<file path="config.mk">
export PLATFORM = sky130hd
export DESIGN_NAME = bist_response_analyzer
export DESIGN_NICKNAME = d
export VERILOG_FILES = /design/src/rtl/bist_response_analyzer.sv
export SDC_FILE = /design/constraint.sdc
export NUM_CORES = 1
export LEC_CHECK = 0
export CAP_MARGIN = 10
export CORE_MARGIN = 2
export CORE_UTILIZATION = 25
export DETAILED_ROUTE_END_ITERATION = 10
export PLACE_DENSITY = 0.43
export SLEW_MARGIN = 5
export SYNTH_ARGS = -nofsm -noshare
export SYNTH_HDL_FRONTEND = slang
export SYNTH_SLANG_ARGS = --single-unit
</file>
<file path="constraint.sdc">
create_clock -name clk -period 3.1 [get_ports clk]
set_input_delay 0.31 -clock clk [delete_from_list [all_inputs] [get_ports clk]]
set_output_delay 0.31 -clock clk [all_outputs]
set_load 0.02 [all_outputs]
</file>
<file path="src/rtl/bist_response_analyzer.sv">
// rtl/bist_response_analyzer.sv - BIST read-side response analyzer with fail statistics and fail-log FIFO
//
// Purpose: compares memory read beats against the generator's expected
// pattern, keeps pass/fail statistics and logs failing {addr, syndrome}
// pairs in a small first-word fall-through FIFO.
//
// Ports:
//   clk, rst_n                    clock, asynchronous active-low reset
//   start, stop                   one-cycle run control pulses
//   rd_vld/rd_addr/rd_data/exp_data  read beat under test
//   busy, done                    run status (RUN|DRAIN, DONE)
//   fail, fail_cnt                sticky fail flag, saturating mismatch count
//   first_addr, first_syn         first mismatch of the run
//   log_vld/log_addr/log_syn/log_pop  fail-log FIFO head and pop
//   log_ovf                       sticky: a log entry was dropped
//   fail_bits                     OR of all syndromes (BIST_RA_BITMAP_EN only)
//
// Optional feature macro: BIST_RA_BITMAP_EN

`ifndef ADDR_WIDTH
`define ADDR_WIDTH 8
`endif
`ifndef DATA_WIDTH
`define DATA_WIDTH 8
`endif

module bist_response_analyzer #(
  parameter int AW   = `ADDR_WIDTH,
  parameter int DW   = `DATA_WIDTH,
  parameter int CW   = 16,
  parameter int LOGD = 4
) (
  input  logic          clk,
  input  logic          rst_n,
  input  logic          start,
  input  logic          stop,
  input  logic          rd_vld,
  input  logic [AW-1:0] rd_addr,
  input  logic [DW-1:0] rd_data,
  input  logic [DW-1:0] exp_data,
  output logic          busy,
  output logic          done,
  output logic          fail,
  output logic [CW-1:0] fail_cnt,
  output logic [AW-1:0] first_addr,
  output logic [DW-1:0] first_syn,
  output logic          log_vld,
  output logic [AW-1:0] log_addr,
  output logic [DW-1:0] log_syn,
  input  logic          log_pop,
  output logic          log_ovf
`ifdef BIST_RA_BITMAP_EN
  ,
  output logic [DW-1:0] fail_bits
`endif
);

  // FIFO holds LOGD entries; pointers carry one extra wrap bit so that
  // full and empty are distinguishable without a separate counter.
  localparam int IW = $clog2(LOGD);
  localparam int PW = IW + 1;

  typedef enum logic [1:0] {S_IDLE, S_RUN, S_DRAIN, S_DONE} state_t;

  state_t        r_state;
  state_t        w_next;

  logic          r_s1_vld;
  logic [AW-1:0] r_s1_addr;
  logic [DW-1:0] r_s1_syn;

  logic [AW-1:0] r_mem_addr [LOGD];
  logic [DW-1:0] r_mem_syn  [LOGD];
  logic [PW-1:0] r_wp;
  logic [PW-1:0] r_rp;

  logic          w_accept;
  logic          w_hit;
  logic          w_empty;
  logic          w_full;
  logic          w_pop;
  logic          w_push;

  always_comb begin
    w_next = r_state;
    busy   = 1'b0;
    done   = 1'b0;
    if (start) begin
      w_next = S_RUN;
    end else begin
      case (r_state)
        S_RUN:   if (stop) w_next = S_DRAIN;
        // Stage 1 never loads outside RUN, so one cycle of DRAIN empties it.
        S_DRAIN: w_next = S_DONE;
        default: w_next = r_state;
      endcase
    end
    case (r_state)
      S_RUN, S_DRAIN: busy = 1'b1;
      S_DONE:         done = 1'b1;
      default:        ;
    endcase
  end

  // A beat riding on the start pulse belongs to the new run.
  assign w_accept = rd_vld && (r_state == S_RUN || start);

  // Stage-2 results are discarded on a start edge: statistics restart clean
  // and a beat still in flight from the previous run is dropped.
  assign w_hit   = r_s1_vld && (r_s1_syn != '0) && !start;

  assign w_empty = (r_wp == r_rp);
  assign w_full  = (r_wp[IW-1:0] == r_rp[IW-1:0]) && (r_wp[IW] != r_rp[IW]);
  assign w_pop   = log_pop && !w_empty && !start;
  // A pop frees the slot on the same edge, so a push into a full FIFO is
  // still taken when it coincides with a pop.
  assign w_push  = w_hit && (!w_full || w_pop);

  assign log_vld  = !w_empty;
  assign log_addr = w_empty ? '0 : r_mem_addr[r_rp[IW-1:0]];
  assign log_syn  = w_empty ? '0 : r_mem_syn[r_rp[IW-1:0]];

  always_ff @(posedge clk or negedge rst_n) begin
    if (!rst_n) begin
      r_state    <= S_IDLE;
      r_s1_vld   <= 1'b0;
      r_s1_addr  <= '0;
      r_s1_syn   <= '0;
      fail       <= 1'b0;
      fail_cnt   <= '0;
      first_addr <= '0;
      first_syn  <= '0;
      log_ovf    <= 1'b0;
      r_wp       <= '0;
      r_rp       <= '0;
    end else begin
      r_state   <= w_next;
      r_s1_vld  <= w_accept;
      r_s1_addr <= rd_addr;
      r_s1_syn  <= rd_data ^ exp_data;
      if (start) begin
        fail       <= 1'b0;
        fail_cnt   <= '0;
        first_addr <= '0;
        first_syn  <= '0;
        log_ovf    <= 1'b0;
        r_wp       <= '0;
        r_rp       <= '0;
      end else begin
        if (w_hit) begin
          fail <= 1'b1;
          if (fail_cnt != {CW{1'b1}}) fail_cnt <= fail_cnt + 1'b1;
          if (!fail) begin
            first_addr <= r_s1_addr;
            first_syn  <= r_s1_syn;
          end
          if (!w_push) log_ovf <= 1'b1;
        end
        if (w_push) r_wp <= r_wp + 1'b1;
        if (w_pop)  r_rp <= r_rp + 1'b1;
      end
    end
  end

  // Log storage needs no reset: entries are only visible behind log_vld.
  always_ff @(posedge clk) begin
    if (w_push && !start) begin
      r_mem_addr[r_wp[IW-1:0]] <= r_s1_addr;
      r_mem_syn[r_wp[IW-1:0]]  <= r_s1_syn;
    end
  end

`ifdef BIST_RA_BITMAP_EN
  always_ff @(posedge clk or negedge rst_n) begin
    if (!rst_n) begin
      fail_bits <= '0;
    end else if (start) begin
      fail_bits <= '0;
    end else if (w_hit) begin
      fail_bits <= fail_bits | r_s1_syn;
    end
  end
`endif

endmodule

</file>
==> results of run 1 <==
synth_stat cells:
library cell and n:
nor2b_1 11, nand3_1 6, clkbuf_1 9, inv_1 9, a22o_1 1, nor4b_1 1, mux2i_1 2, o41ai_1 1
nor2_1 12, and4bb_4 1, a21o_1 2, and2b_1 9, xor2_1 13, buf_2 4, nand4_1 5, a31oi_1 1
mux2_2 6, nor4b_2 2, buf_4 5, ha_1 9, nor3_1 3, o311ai_0 1, and4_1 1, or3_1 1
and2_1 5, buf_6 2, nand2_1 23, and3_1 3, and4_4 1, mux4_2 16, o21ai_0 18, buf_1 1
nand2b_1 2, o31ai_1 10, and4b_1 1, o21a_1 1, nor4_1 6, a21oi_1 30, dfrtp_1 59, edfxtp_1 64
or4_1 10, a211oi_1 1
power by group through the flow:
stage / combinational, mW / sequential (mW) / clock, mW
after floorplan: 0.459 / 1.90 / 0
after global placement: 0.834 / 1.90 / 0
after detailed placement: 0.846 / 1.90 / 0
after CTS: 0.851 / 1.87 / 2.02
after global routing: 0.902 / 1.88 / 2.10
final: 0.828 / 1.87 / 1.97
logic make-up (layout without fill, tap and decap cells):
group / Yosys count / in the layout / share of synthesized area, %
buffers and inverters: 30 / 134 / 2.90
and+or+nand+nor: 103 / 103 / 11.7
AOI/OAI and AO/OA: 66 / 66 / 7.25
xor gates and xnor gates: 13 / 13 / 2.18
adders and majority gates: 9 / 9 / 2.16
muxes: 24 / 24 / 8.59
DFF: 123 / 123 / 65.2
metrics by stage:
step / power (mW) / util (%) / instance area, µm² / setup WS (ns) / cells
after CTS: 4.75 / 34.1 / 6940 / 0.304 / 742
after global placement: 2.73 / 31.1 / 6340 / 0.568 / 709
after floorplan: 2.35 / - / 5210 / 0.668 / 368
final: 4.66 / 34.1 / 6940 / 0.373 / 742
after detailed placement: 2.75 / 31.1 / 6340 / 0.499 / 709
after global routing: 4.88 / 34.1 / 6940 / 0.238 / 742
sequential cells by signal, summed over array words and instances (netlist names):
register / count
r_mem_addr: 32
r_state: 2
fail_cnt: 16
r_s1_syn: 8
first_addr: 8
r_rp: 3
log_ovf: 1
r_s1_vld: 1
r_s1_addr: 8
r_mem_syn: 32
r_wp: 3
first_syn: 8
fail: 1
layout make-up:
class / count / share of cell area (%)
clock buffer: 17 / 6.13
clock inverter: 15 / 2.40
inverter: 9 / 0.487
multi-input combinational: 215 / 24.2
sequential: 123 / 49.0
tap: 270 / 4.87
timing repair buffer: 93 / 12.9
worst paths after layout:
path / startpoint / to / slack, ns / depth (start not counted)
worst max-delay path: r_rp[0] / log_syn[0] / 0.37 / 4
worst min-delay path: start / fail_cnt[6] / 0.23 / 2
worst max register to register: r_wp[0] / r_mem_addr[0][1] / 0.63 / 5
worst min register to register: r_wp[2] / r_wp[2] / 0.50 / 1
max in group asynchronous: rst_n / r_wp[0] / 1.87 / 3
min in group asynchronous: rst_n / fail_cnt[6] / 0.50 / 2
what timing repair did:
action                                 in CTS  in global routing
resized for setup                           0                  0
hold buffers                                1                  0
endpoints found under the hold margin      27                  0
layer usage:
| metal | vias to the layer above | track usage, % | wire (µm) |
|---|---|---|---|
| met5 | - | 0 | 0 |
| met4 | 0 | 3.62 | 102 |
| met3 | 9 | 4.11 | 526 |
| met2 | 74 | 20.8 | 6400 |
| met1 | 1696 | 14.5 | 5550 |
| li1 | 1564 | - | - |
==> results.md, run 1 <==
- Worst-Margin Slew: 0.857 ns
- Crit path arrival time: between 2 and 2.5 ns
- Area of the multi-input gates: 0.00168 mm²
- First drt pass iteration count: 4
- Crit Path Max Fanout: 18
- Most common library cell in the layout ignoring fill and taps: clkdlybuf4s50_1
- Final setup violation count: 0
- Number of buffers and inverters on the critical path: 2
- I/O pins: between 80 and 90
- Count of vias placed by the detailed router: roughly 3300
- Critical Path Max Stage Delay: 0.56 ns
- Clk_lat worst skew: approximately 0.41 ns
- Clock-pin slew on the worst setup and hold paths: roughly 0.06 ns
- Power per cell area: 672 mW/mm²
- Reg area: around 0.0034 mm²
- Relative contribution of the clock network to total power: 42.2%
- Switching power summed over all nets: approximately 1.3 mW
- Overall routing resource usage: between 10% and 20%
- Filler cells: about 2000
- Period Utilization, post-route: 88.0%
- Wire length of the first global-routing pass: 20200 µm
- Routed via count divided by cell count: approximately 4.5
- Setup fix buffers added after clock tree synthesis: 0
- Register area share after synthesis: 65.2%
- Crit-path slowest cell: mux4_2
- Area growth from synthesis to layout: 33.1%
- NumNets Final: about 500
- Synth Instances: approximately 370
- TritonCTS Sinks: ~120
- Fmax: roughly 370 MHz
- Count of distinct cell types in the synthesized netlist: 42
- Worst vdd rail ir drop: 0.382 mV
- Start-to-end type of the worst setup path: flop to output pin
- Initial standard-cell utilization of the core: approximately a quarter
- Final weighted congestion in routability-driven placement: between 0.7 and 0.8
- Critical-path cell list: buf_4 > mux4_2 > and2b_1 > clkdlybuf4s50_1
- Unrepaired setup endpoints after global routing: no
- Synthesized cell area: ~0.0052 mm²
- Standby leakage power: 2.57 nW
- Proportion of power drawn by combinational gates: ~18%
- Final Hold Fails: 0
- Switching power share of the total: about 27%
- Die footprint: roughly 0.022 mm²
- Remaining antenna violation count after routing: 0
- Overall routed net length: about 13000 µm
- Number of CTS-inserted buffers: 17
- Maximum buffer depth of the clock tree: 2
- Fraction of layout instances using a drive strength above 1: between 10% and 20%
- Final worst clock skew: slightly above 0.009 ns
- Detailed router's first-iteration violation count: around 130
- Number of global-route vias before repair: ~3700
- Clock period minus final worst setup slack: ~2.7 ns
- Worst path top cell family by delay: buffers and inverters
- Fin. max-slew vios: 0
- Number of rows created at floorplan: between 50 and 60
- Path category of the worst min-delay check: input pin to flop
- Critical path endpoint category: output pin
- Run status: finished, final reports clean
- Reported max-cap violation count: 0
- Clk Tree Root Cell: clkbuf_16
- Int Power: approximately 3.4 mW
- Syn Nets: a little over 400
- Share of power burned in registers: around 40%
- Post-detailed-route DRC marker count: 0
- Total congestion overflow: 0
- Top area cells in the synthesized netlist: edfxtp_1 (37%), dfrtp_1 (28%), mux4_2 (6.9%)
- Antenna violations before repair: 0
- Library cell occupying the most area in the post-synthesis netlist: edfxtp_1
- CTS tree: yes
- Placed wire-length estimate after detailed placement: slightly above 8000 µm
- Area of the placeable core: roughly 0.020 mm²
- Leading cell types in the layout, fill and taps excluded: clkdlybuf4s50_1 (80), edfxtp_1 (64), dfrtp_1 (59), a21oi_1 (30), nand2_1 (23)
- Maximum number of pins on one net before global-route repair: between 40 and 50
- Antenna diode count: 0
- Headroom to the max-slew limit: a little over two fifths
- H-tree lvl count: 4
- Share of the synthesized area in the top cell type: between 30% and 40%
- Overall die width: roughly 150 µm
- Nature of the critical path startpoint: flop
- Hold Worst Slack: roughly 0.23 ns
- Data required time at the worst endpoint: 2.79 ns
- Post-Synthesis Mean Instance Area: 14.2 µm²
- Yosys Warn Count: 0
- Average detailed-routed wire length per instance: roughly 17 µm
- Floorplan die height: 148 µm
- Number of synthesized register bits: 123
- Count of buffers from port buffering: 82
- Setup TNS: 0 ns
Power figures use the tool's default switching activity.
==> run 2, diff against run 1 <==
- CORE_MARGIN: 2 -> 4
- GPL_TIMING_DRIVEN: default -> 0
==> results.md, run 2 (same netlist as run 1, synthesis figures left out) <==
- Run status: finished, violations left
- Violated checks: negative hold slack
- Standby leakage power: around 2.6 nW
- Worst path top cell family by delay: buffers and inverters
- Final worst clock skew: 0.0103 ns
- Headroom to the max-slew limit: 32.9%
- Hold Worst Slack: -0.000320 ns
- TritonCTS Sinks: approximately 120
- Data required time at the worst endpoint: ~2.8 ns
- Count of buffers from port buffering: roughly 80
- Number of CTS-inserted buffers: 17
- Clock-pin slew on the worst setup and hold paths: 0.06 ns
- Path category of the worst min-delay check: input pin to async pin
- Count of vias placed by the detailed router: between 3000 and 4000
- H-tree lvl count: 4
- Critical-path cell list: buf_4 > clkbuf_4 > mux4_2 > and2b_1 > clkdlybuf4s50_1
- Most common library cell in the layout ignoring fill and taps: clkdlybuf4s50_1
- Critical path endpoint category: output pin
- Remaining antenna violation count after routing: 0
- Clk Tree Root Cell: clkbuf_16
- Grt met2 use: about a fifth
- Nature of the critical path startpoint: flop
- Antenna diode count: 0
- Reported max-cap violation count: 0
- Hold buffer count at cts: 0
- Overall die width: 152 µm
- Smallest setup slack after layout: between 0.15 and 0.2 ns
- NumNets Final: around 500
- Crit path arrival time: 2.61 ns
- Clk_lat worst skew: just over 0.4 ns
- Power per cell area: ~700 mW/mm²
- Crit Path Max Fanout: 10
- Routed via count divided by cell count: 4.60
- Die footprint: about 0.023 mm²
- Number of rows created at floorplan: 52
- Top Usage Layer GRT: met2
- CTS tree: yes
- Clock period minus final worst setup slack: 2.92 ns
- Met3 demand-to-capacity share in global routing: 4.09%
- Antenna violations before repair: 0
- Final setup violation count: 0
- Final Hold Fails: 1
- Total power: 4.89 mW
- Fraction of layout instances using a drive strength above 1: 15.5%
- Initial standard-cell utilization of the core: between 20% and 30%
- Global-route met1 utilization: between 15 and 20%
- Placed wire-length estimate after detailed placement: roughly 9000 µm
- Post-detailed-route DRC marker count: 0
- Average detailed-routed wire length per instance: 18.1 µm
- Floorplan die height: 152 µm
- Crit-path slowest cell: mux4_2
- Unrepaired setup endpoints after global routing: no
- Overall routed net length: approximately 14000 µm
- Number of buffers and inverters on the critical path: 3
- Pre-CTS WS: -0.306 ns
- Fmax: 342 MHz
- Leading cell types in the layout, fill and taps excluded: clkdlybuf4s50_1 (81), edfxtp_1 (64), dfrtp_1 (59), a21oi_1 (30), nand2_1 (23)
- Maximum buffer depth of the clock tree: 2
- Setup TNS: 0 ns
- Detailed router's first-iteration violation count: 170
- Total congestion overflow: 0
- Critical Path Max Stage Delay: about 0.56 ns
- Worst-Margin Slew: 1.00 ns
- Maximum number of pins on one net before global-route repair: 60
- Area growth from synthesis to layout: 35.5%
- Overall routing resource usage: about an eighth
- Fin. max-slew vios: 0
- Final weighted congestion in routability-driven placement: 0.844
- I/O pins: between 80 and 90
- Worst vdd rail ir drop: between 0.3 and 0.4 mV
- Area of the placeable core: ~0.020 mm²
- Number of global-route vias before repair: 3775
- Wire length of the first global-routing pass: about 22000 µm
- Start-to-end type of the worst setup path: flop to output pin
- Period Utilization, post-route: between 90% and 100%
- First drt pass iteration count: 4
[run 2: cell count changes in the layout (fill, tap and decap cells not counted), moves of 2 or more]
cell        delta
inv_8          -2
clkbuf_1       +7
clkbuf_2       +2
buf_4          -3
clkinv_2       +2
bufinv_16      +3
buf_6          +2
clkinvlp_4     -2
[run 2: what timing repair did]
item / CTS / global route
gates resized for setup: 3 / 3
pin swaps: 1 / 0
endpoints found under the setup margin: 17 / 9
cloned: 0 / 0
buffers inserted: 1 / 0
[run 2: path summary, 6_finish.rpt]
| path | cells past startpoint | endpoint | slack (ns) | from |
|---|---|---|---|---|
| worst min register to register | 1 | r_wp[2] | 0.52 | r_wp[2] |
| worst max-delay path | 5 | log_syn[2] | 0.18 | r_rp[0] |
| min in group clk | 1 | r_s1_addr[6] | 0.34 | rd_addr[6] |
| worst max register to register | 5 | r_mem_syn[2][5] | 0.34 | r_rp[0] |
| worst min-delay path | 1 | fail_cnt[10] | -0.0003 | rst_n |
| max in group asynchronous | 1 | r_s1_syn[6] | 2.53 | rst_n |
[run 2: final cells by class]
type	instances	area (µm²)
fillers	1986	13300
well taps	270	338
repair buffers	84	841
plain buffers	21	123
clock buffers	17	425
flip-flops and latches	123	3400
multi-input cells	215	1680
inverters	9	33.8
clock inverters	15	220
[run 2: report_power, final]
| part | total, mW | internal (mW) | switching [mW] |
|---|---|---|---|
| clock network | 2.16 | 1.43 | 0.731 |
| registers | 1.87 | 1.80 | 0.0612 |
| logic | 0.867 | 0.412 | 0.455 |
| total | 4.89 | 3.64 | 1.25 |
[run 2: per-stage QoR]
stage / hold WS [ns] / cells / util [%] / cell area, µm²
after detailed placement: 0.473 / 721 / 31.4 / 6390
after global placement: 0.507 / 720 / 31.3 / 6370
final: -0.000320 / 754 / 34.7 / 7060
after floorplan: 0.0144 / 368 / - / 5210
after CTS: 0.0364 / 754 / 34.7 / 7060
after global routing: 0.0776 / 754 / 34.7 / 7060
[run 2: routing by layer]
layer | part of all wire, % | vias to the layer above
met2 | 48 | 107
met5 | 0 | -
met3 | 5.2 | 16
met1 | 45 | 1759
li1 | - | 1584
met4 | 1.4 | 0
